--- config.mk ---
export PLATFORM = sky130hd
export DESIGN_NAME = output_vc_credit_tracker
export DESIGN_NICKNAME = d
export VERILOG_FILES = /design/src/rtl/output_vc_credit_tracker.sv
export SDC_FILE = /design/constraint.sdc
export NUM_CORES = 1
export LEC_CHECK = 0
export ABC_AREA = 1
export BUFFER_PORTS_ARGS = -buffer_cell sky130_fd_sc_hd__buf_4
export CAP_MARGIN = 5
export CORE_ASPECT_RATIO = 1.1
export CORE_MARGIN = 10
export CORE_UTILIZATION = 36
export CTS_CLUSTER_DIAMETER = 200
export DETAILED_ROUTE_END_ITERATION = 8
export PLACE_DENSITY = 0.64
export SLEW_MARGIN = 20
export SYNTH_ARGS = -nofsm -noshare
export SYNTH_HDL_FRONTEND = slang
export SYNTH_SLANG_ARGS = --single-unit
--- constraint.sdc ---
create_clock -name clk -period 3.2 [get_ports clk]
set_input_delay 0.48 -clock clk [delete_from_list [all_inputs] [get_ports clk]]
set_output_delay 0.48 -clock clk [all_outputs]
set_load 0.01 [all_outputs]
--- src/rtl/output_vc_credit_tracker.sv ---
// Downstream VC credit and allocation tracker for one router output port.
// Reports per-VC availability, credit readiness and sticky protocol errors.
module output_vc_credit_tracker #(
    parameter int NUM_VC    = 4,
    parameter int BUF_DEPTH = 4,
    parameter int ATOMIC_VC = 0,
    parameter int VC_BITS   = $clog2(NUM_VC),
    parameter int CNT_W     = $clog2(BUF_DEPTH + 1)
) (
    input  logic                          clk,
    input  logic                          reset,
    input  logic                          alloc_valid,
    input  logic [VC_BITS-1:0]            alloc_vc,
    input  logic                          send_valid,
    input  logic [VC_BITS-1:0]            send_vc,
    input  logic                          send_tail,
    input  logic [NUM_VC-1:0]             credit_in,
    output logic [NUM_VC-1:0]             vc_avail,
    output logic [NUM_VC-1:0]             has_credit,
    output logic [NUM_VC-1:0]             vc_busy,
    output logic [NUM_VC*CNT_W-1:0]       credit_count,
    output logic [$clog2(NUM_VC+1)-1:0]   num_free_vcs,
    output logic [3:0]                    err_flags,
    output logic [2*NUM_VC-1:0]           vc_state_dbg
);

    localparam int                NF_W   = $clog2(NUM_VC + 1);
    localparam logic [CNT_W-1:0]  FULL_C = CNT_W'(BUF_DEPTH);
    localparam logic [CNT_W:0]    FULL_W = (CNT_W + 1)'(BUF_DEPTH);

    typedef enum logic [1:0] {
        ST_IDLE   = 2'd0,
        ST_ACTIVE = 2'd1,
        ST_DRAIN  = 2'd2
    } vc_state_t;

    vc_state_t          state_q [NUM_VC];
    vc_state_t          state_d [NUM_VC];
    logic [CNT_W-1:0]   cnt_q   [NUM_VC];
    logic [CNT_W-1:0]   cnt_d   [NUM_VC];
    logic [CNT_W:0]     sum     [NUM_VC];
    logic [NUM_VC-1:0]  alloc_hit;
    logic [NUM_VC-1:0]  send_hit;
    logic [NUM_VC-1:0]  send_ok;
    logic [3:0]         err_set;
    logic [3:0]         err_q;

    always_comb begin
        alloc_hit = '0;
        send_hit  = '0;
        send_ok   = '0;
        err_set   = '0;
        for (int v = 0; v < NUM_VC; v++) begin
            sum[v]     = '0;
            state_d[v] = state_q[v];
            cnt_d[v]   = cnt_q[v];
        end
        for (int v = 0; v < NUM_VC; v++) begin
            alloc_hit[v] = alloc_valid && (alloc_vc == VC_BITS'(v));
            send_hit[v]  = send_valid && (send_vc == VC_BITS'(v));
            // Send judged against the registered state, so a same-cycle alloc cannot legalise it.
            send_ok[v]   = send_hit[v] && (state_q[v] == ST_ACTIVE) && (cnt_q[v] != '0);
            if (send_hit[v] && (cnt_q[v] == '0))        err_set[0] = 1'b1;
            if (send_hit[v] && (state_q[v] != ST_ACTIVE)) err_set[1] = 1'b1;
            if (alloc_hit[v] && (state_q[v] != ST_IDLE))  err_set[2] = 1'b1;

            sum[v] = {1'b0, cnt_q[v]} - {{CNT_W{1'b0}}, send_ok[v]}
                                      + {{CNT_W{1'b0}}, credit_in[v]};
            if (sum[v] > FULL_W) begin
                cnt_d[v]   = FULL_C;
                err_set[3] = 1'b1;
            end else begin
                cnt_d[v] = sum[v][CNT_W-1:0];
            end

            case (state_q[v])
                ST_IDLE: begin
                    if (alloc_hit[v]) state_d[v] = ST_ACTIVE;
                end
                ST_ACTIVE: begin
                    if (send_ok[v] && send_tail) begin
                        if ((ATOMIC_VC != 0) && (cnt_d[v] != FULL_C)) state_d[v] = ST_DRAIN;
                        else                                           state_d[v] = ST_IDLE;
                    end
                end
                ST_DRAIN: begin
                    if (cnt_d[v] == FULL_C) state_d[v] = ST_IDLE;
                end
                default: state_d[v] = ST_IDLE;
            endcase
        end
    end

    always_ff @(posedge clk or negedge reset) begin
        if (!reset) begin
            for (int v = 0; v < NUM_VC; v++) begin
                state_q[v] <= ST_IDLE;
                cnt_q[v]   <= FULL_C;
            end
            err_q <= '0;
        end else begin
            for (int v = 0; v < NUM_VC; v++) begin
                state_q[v] <= state_d[v];
                cnt_q[v]   <= cnt_d[v];
            end
            err_q <= err_q | err_set;
        end
    end

    always_comb begin
        vc_avail     = '0;
        has_credit   = '0;
        vc_busy      = '0;
        credit_count = '0;
        vc_state_dbg = '0;
        for (int v = 0; v < NUM_VC; v++) begin
            vc_busy[v]    = (state_q[v] != ST_IDLE);
            has_credit[v] = (cnt_q[v] != '0);
            // Atomic mode only hands out a VC whose downstream buffer is completely empty.
            vc_avail[v]   = (state_q[v] == ST_IDLE) &&
                            ((ATOMIC_VC != 0) ? (cnt_q[v] == FULL_C) : (cnt_q[v] != '0));
            credit_count[v*CNT_W +: CNT_W] = cnt_q[v];
            vc_state_dbg[2*v +: 2]         = state_q[v];
        end
    end

    always_comb begin
        num_free_vcs = '0;
        for (int v = 0; v < NUM_VC; v++) begin
            num_free_vcs = num_free_vcs + NF_W'(vc_avail[v]);
        end
    end

    assign err_flags = err_q;

endmodule

==> summary.md, run 1 <==
| Metric | Value |
|---|---|
| Initial DRC Count | 50 |
| Initial core utilization | 36.93% |
| Flops & latches, synth | 20 |
| Max Fanout on Critical Path | 4 |
| Power Density | roughly 800 nW/um^2 |
| Worst path cell trace | inv_1, nand3_1, inv_1, nor2_1, inv_1, fa_1, inv_1, ha_1, ha_1, buf_4 |
| Design Power | 1574 uW |
| Tcrit/Tclk final | between 90% and 100% |
| Max Root-Sink Buffers | 2 |
| Synthesized area | 1583 um^2 |
| Setup crit start kind | flop |
| DR WL/cell | approximately 13 um |
| Residual DRC | 0 |
| Die Wd | around 83 um |
| Htree depth | 1 |
| Placeable core area | 4285 um^2 |
| Post-layout net count | ~290 |
| Rows | 25 |
| Num CTS Buffers | 3 |
| Hold buffers post-CTS | 0 |
| Minimum clock period | a little under 3 ns |
| Crit path buffers/inverters | 5 |
| Vias in the first global route | between 1000 and 1500 |
| Most frequent cells in the layout | buf_4, inv_1, nand2_1 |
| Max cap viols | 0 |
| Clk root buf | clkbuf_8 |
| Setup ws final | approximately 0.24 ns |
| Die H | around 90 um |
| Crit. End Element | primary output |
| Skew-Pair Late Insertion Delay | 0.26 ns |
| CTS tree | built |
| FILL cells | 413 |
| Status | complete, no violations |
| Worst EP required | between 2 and 3 ns |
| Synth warn | 0 |
| Slowest CP cell | dfstp_2 |
| Most common cell after layout, fill and taps aside | buf_4 |
| GPL Wtd Cong | between 0.8 and 0.9 |
| Peak supply drop | 0.3840 mV |
| DR pass1 iterations | 4 |
| Syn Area/Cell | slightly below 8 um^2 |
| Yosys cell types | 23 |
| Layout area overhead | 26.96% |
| Pre-CTS setup slack | around 0.54 ns |
| Ys flop type | dfrtp_1 |
| Vias/cell | 4.513 |
| Leak | ~0.0011 uW |
| Post-CTS Setup Inserts | 0 |
| Critical path type | reg2out |
| Ratio of cells with drive above 1 in the final layout | approximately 28% |
| Detailed Route WL | roughly 3800 um |
| Post_cts resized | 0 |
| Largest net degree at the start of global routing | 21 |
| Fraction of registers with async set/reset | 100.0% |
| Global-route wire length before repair | 6513 um |
| Seq/Total Area, Yosys | about a third |
| CTS sink count | 20 |
| DP Wirelength | roughly 3200 um |
| Crit path DAT | about 2.5 ns |
| Clock Skew | between 0.008 and 0.009 ns |
| Min-delay worst type | in2async |
| Max-slew violations | 0 |
| Crit-path max cell delay | roughly 0.55 ns |
| Antenna Violating Nets Remaining | 0 |
| Num ports | 52 |
| Final hold violation count | 0 |
| Cell family with the largest share of critical-path delay | adder cells |
| Fmax | 338.0 MHz |
| Worst-path clk slew | 0.08 ns |
| Port Buffer Count | 47 |
| Initial antenna violation count | 0 |
| Post-Synthesis Cells | slightly above 200 |
| Number of inserted diodes | 0 |
| Unrepaired setup endpoints after global routing | no |
| Final setup viols | 0 |
| CP dominant cell by count | inv_1 |
| Total gr overflow | 0 |
| Via count | approximately 1400 |
| EDFF count, synth | 0 |
| Setup TNS | 0 ns |
| Die area | 7452 um^2 |
| Tot GR Track Use | a little over a tenth |
Yosys cell counts, types with 3 or more instances:
| cell | n | area (um^2) |
|---|---|---|
| or2_1 | 4 | 25.02 |
| inv_2 | 6 | 22.52 |
| nand2_1 | 29 | 108.9 |
| inv_1 | 44 | 165.2 |
| ha_1 | 18 | 225.2 |
| a21oi_1 | 9 | 45.04 |
| dfrtp_1 | 16 | 400.4 |
| nor2_1 | 22 | 82.58 |
| buf_4 | 8 | 60.06 |
| dfstp_2 | 4 | 105.1 |
| nand3_1 | 17 | 85.08 |
| fa_1 | 5 | 100.1 |
| nor2_2 | 3 | 18.77 |
| xnor2_1 | 3 | 26.28 |
path summary, 6_finish.rpt:
check	from	to	slack, ns	depth (start not counted)
worst max register to register	credit_count[2]	credit_count[2]	0.58	13
worst min-delay path	reset	credit_count[1]	0.09	1
worst min register to register	err_flags[3]	err_flags[3]	0.51	2
min in group clk	send_tail	vc_state_dbg[0]	0.42	2
max in group asynchronous	reset	credit_count[11]	2.83	1
worst max-delay path	credit_count[2]	num_free_vcs[1]	0.24	10
metal layers:
| layer | track usage [%] | vias to the layer above | wire (um) |
|---|---|---|---|
| met1 | 12.28 | 626 | 1673 |
| li1 | - | 701 | - |
| met2 | 18.26 | 34 | 1872 |
| met4 | 3.251 | 0 | 23 |
| met5 | 0 | - | 0 |
| met3 | 2.917 | 2 | 230 |
flip-flops by register name, summed over array words and instances, names as in the netlist:
| signal | cells |
|---|---|
| credit_count | 12 |
| vc_state_dbg | 4 |
| err_flags | 4 |
worst register-to-register path, delay by kind of cell, from the launching register on:
kind	cells	cell delay [ns]
adders and majority gates	3	0.94
DFF	1	0.55
and+or+nand+nor	7	0.89
buffers and inverters	3	0.18
through the flow:
stage | hold slack [ns] | utilization (%) | instance area (um^2) | std cells
after global placement | 0.3830 | 45.61 | 1954 | 298
after CTS | 0.09957 | 46.89 | 2009 | 302
after global routing | 0.1024 | 46.89 | 2009 | 302
final | 0.08978 | 46.89 | 2009 | 302
after detailed placement | 0.3838 | 45.61 | 1954 | 298
after floorplan | 0.1844 | - | 1594 | 205
area by class of cell:
class                           instances  area (um^2)  area share [%]
Timing Repair Buffer                   47        352.8           17.56
Tap cell                               54        67.56           3.362
Inverter                               50        187.7           9.340
Sequential cell                        20        505.5           25.16
Multi-Input combinational cell        127        840.8           41.84
Clock buffer                            4        55.05           2.740
where the power goes:
group	internal [uW]	leakage (uW)	switching, uW
Sequential	334	0.000226	72.3
Clock	109	0.0000288	86.6
Combinational	431	0.000847	540
Total	875	0.00110	699
kinds of logic after synthesis:
| kind of cell | synth area share [%] |
|---|---|
| xor+xnor | 2.214 |
| buf+inv | 15.65 |
| compound gates | 4.980 |
| fa+ha+maj | 20.55 |
| flops | 31.94 |
| other cells | 0.2369 |
| simple gates | 24.43 |
No activity file was read; power rests on OpenSTA's default activity.
==> run 2: changes to the inputs <==
ABC_AREA = unset   (was 1)
==> summary.md, run 2 <==
| Metric | Value |
|---|---|
| Minimum clock period | 2.991 ns (was 2.958 ns) |
| Clock Skew | 0.001524 ns (was 0.008248 ns) |
| Crit path DAT | 2.51 ns (was 2.48 ns) |
| Min-delay worst type | in2async (unchanged) |
| Post-Synthesis Cells | 160 (was 202) |
| Post_cts resized | 0 (unchanged) |
| Initial antenna violation count | 0 (unchanged) |
| Synthesized area | 1549 um^2 (was 1583 um^2) |
| Die area | 7329 um^2 (was 7452 um^2) |
| Worst EP required | 2.72 ns (about the same) |
| Most common library cells after synthesis | inv_1, ha_1, dfrtp_1 (was inv_1, nand2_1, nor2_1) |
| Unrepaired setup endpoints after global routing | no (unchanged) |
| Power Density | 813.2 nW/um^2 (was 783.3 nW/um^2) |
| Largest cells by area after synthesis | dfrtp_1, ha_1, inv_1, dfstp_2, fa_1 (was dfrtp_1, ha_1, inv_1, nand2_1, dfstp_2) |
| Reg2reg setup slack | 0.34 ns (was 0.58 ns) |
| Post-synth top area share | 25.85% (was 25.30%) |
| Placeable core area | 4054 um^2 (was 4285 um^2) |
| Tcrit/Tclk final | 93.47% (was 92.45%) |
| Setup TNS | 0 ns (unchanged) |
| Flops & latches, synth | 20 (unchanged) |
| Number of inserted diodes | 0 (unchanged) |
| Syn Area/Cell | 9.681 um^2 (was 7.835 um^2) |
| Die Wd | 82.54 um (was 83.22 um) |
| Initial DRC Count | 88 (was 50) |
| Global-route wire length before repair | 6168 um (was 6513 um) |
| Area leader, netlist | dfrtp_1 (unchanged) |
| WHS | 0.09236 ns (was 0.08978 ns) |
| Die H | 88.80 um (was 89.54 um) |
| Post-layout net count | 247 (was 285) |
| Fraction of registers with async set/reset | 100.0% (unchanged) |
| Layout area overhead | 29.64% (was 26.96%) |
| Skew-Pair Late Insertion Delay | 0.25 ns (was 0.26 ns) |
| Max FFs per register | 12 (unchanged) |
| Vias/cell | 4.878 (was 4.513) |
| Via count | 1278 (was 1363) |
| Synth warn | 0 (unchanged) |
| Ratio of cells with drive above 1 in the final layout | 31.90% (was 27.82%) |
| Max Fanout on Critical Path | 3 (was 4) |
| Setup crit start kind | flop (unchanged) |
| Initial core utilization | 38.21% (was 36.93%) |
| Pre-CTS setup slack | 0.2075 ns (was 0.5400 ns) |
| Status | complete, no violations (unchanged) |
| Slowest CP cell | fa_1 (was dfstp_2) |
| Final hold violation count | 0 (unchanged) |
| Leak | 0.001044 uW (was 0.001102 uW) |
| Antenna Violating Nets Remaining | 0 (unchanged) |
| Residual DRC | 0 (unchanged) |
| CTS sink count | 20 (unchanged) |
| Crit-path max cell delay | 0.55 ns (about the same) |
| Vias in the first global route | 1360 (was 1440) |
| Final setup viols | 0 (unchanged) |
| Clk root buf | clkbuf_8 (unchanged) |
| DP Wirelength | 3221 um (was 3247 um) |
| Seq/Total Area, Yosys | 32.63% (was 31.94%) |
| Post-CTS Setup Inserts | 0 (unchanged) |
| Port Buffer Count | 47 (unchanged) |
| Num ports | 52 (unchanged) |
| DR pass1 iterations | 5 (was 4) |
| DR WL/cell | 14.75 um (was 12.58 um) |
| Crit. End Element | primary output (unchanged) |
| Worst path cell trace | nor3_1, buf_4, or2_2, fa_1, inv_1, ha_1, ha_1, buf_4 (was inv_1, nand3_1, inv_1, nor2_1, inv_1, fa_1, inv_1, ha_1, ha_1, buf_4) |
| Peak supply drop | 0.3603 mV (was 0.3840 mV) |
| Critical path type | reg2out (unchanged) |
| Largest net degree at the start of global routing | 21 (unchanged) |
| Detailed Route WL | 3865 um (was 3799 um) |
| Htree depth | 1 (unchanged) |
| FILL cells | 417 (was 413) |
| Worst-path clk slew | 0.08 ns (about the same) |
| GPL Wtd Cong | 0.8510 (was 0.8182) |
| Rows | 24 (was 25) |
| Max-slew violations | 0 (unchanged) |
| Total gr overflow | 0 (unchanged) |
| Most common cell in the synthesized netlist | inv_1 (unchanged) |
| Max Root-Sink Buffers | 2 (unchanged) |
| Max cap viols | 0 (unchanged) |
| EDFF count, synth | 0 (unchanged) |
| Setup ws final | 0.2089 ns (was 0.2415 ns) |
| Fmax | 334.3 MHz (was 338.0 MHz) |
| CTS tree | built (unchanged) |
| Most frequent cells in the layout | buf_4, inv_1, ha_1 (was buf_4, inv_1, nand2_1) |
| Tot GR Track Use | 10.65% (was 10.48%) |
| Most common cell after layout, fill and taps aside | buf_4 (unchanged) |
| Num CTS Buffers | 3 (unchanged) |
| Hold buffers post-CTS | 0 (unchanged) |
| Ys flop type | dfrtp_1 (unchanged) |
| Yosys cell types | 29 (was 23) |
[run 2: changes by cell type after synthesis, moves of 5 or more]
cell	previous run	this run
a21o_1	0	5
nor2_1	22	4
nand3_1	17	1
nand2_1	29	4
inv_1	44	36
nand2b_1	0	5
inv_2	6	0
xnor2_1	3	8
[run 2: metrics by stage]
step | cells | utilization, % | area [um^2] | total power [uW]
4_1_cts | 262 | 49.41 | 2003 | 1647
2_1_floorplan | 163 | - | 1560 | 1058
3_3_place_gp | 258 | 48.06 | 1948 | 1438
6_report | 262 | 49.54 | 2008 | 1633
5_1_grt | 262 | 49.54 | 2008 | 1787
3_5_place_dp | 258 | 48.06 | 1948 | 1447
[run 2: cells by family after synthesis]
kind of cell | Yosys count | synth area share, %
flops | 20 | 32.63
buf+inv | 44 | 12.60
compound gates | 21 | 8.401
simple gates | 37 | 14.54
mux | 3 | 4.362
xor+xnor | 11 | 6.220
fa+ha+maj | 23 | 21.00
other cells | 1 | 0.2421
[run 2: layout make-up]
cell class | count | area (um^2) | area share, %
Clock buffer | 4 | 55.05 | 2.741
Tap cell | 52 | 65.06 | 3.240
Timing Repair Buffer | 51 | 382.9 | 19.07
Multi-Input combinational cell | 99 | 864.6 | 43.05
Inverter | 36 | 135.1 | 6.729
Sequential cell | 20 | 505.5 | 25.17
[run 2: power breakdown]
group | internal (uW) | switching (uW)
logic | 510 | 505
registers | 333 | 89.2
clock network | 109 | 85.8
[run 2: worst max-delay path: cells and delay by family (launching register included)]
| family | cells | cell delay, ns |
|---|---|---|
| adder cells (fa/ha/maj) | 3 | 0.99 |
| buffers and inverters | 3 | 0.35 |
| flip-flops | 1 | 0.54 |
| AND/OR/NAND/NOR | 2 | 0.38 |
[run 2: path summary, 6_finish.rpt]
path                                 startpoint               to  cells after the start
worst min-delay path                      reset  credit_count[7]                      1
worst max-delay path            credit_count[2]  num_free_vcs[1]                      8
worst min register to register     err_flags[0]     err_flags[0]                      1
min in group clk                      send_tail  vc_state_dbg[4]                      2
max in group asynchronous                 reset  credit_count[2]                      1
worst max register to register  credit_count[5]     err_flags[3]                     11
[run 2: routing by layer]
layer,vias to the layer above,wire [um],track usage [%]
li1,616,-,-
met1,610,1710,13.41
met2,48,1703,16.99
met3,4,395,2.535
met4,0,55,4.414
met5,-,0,0
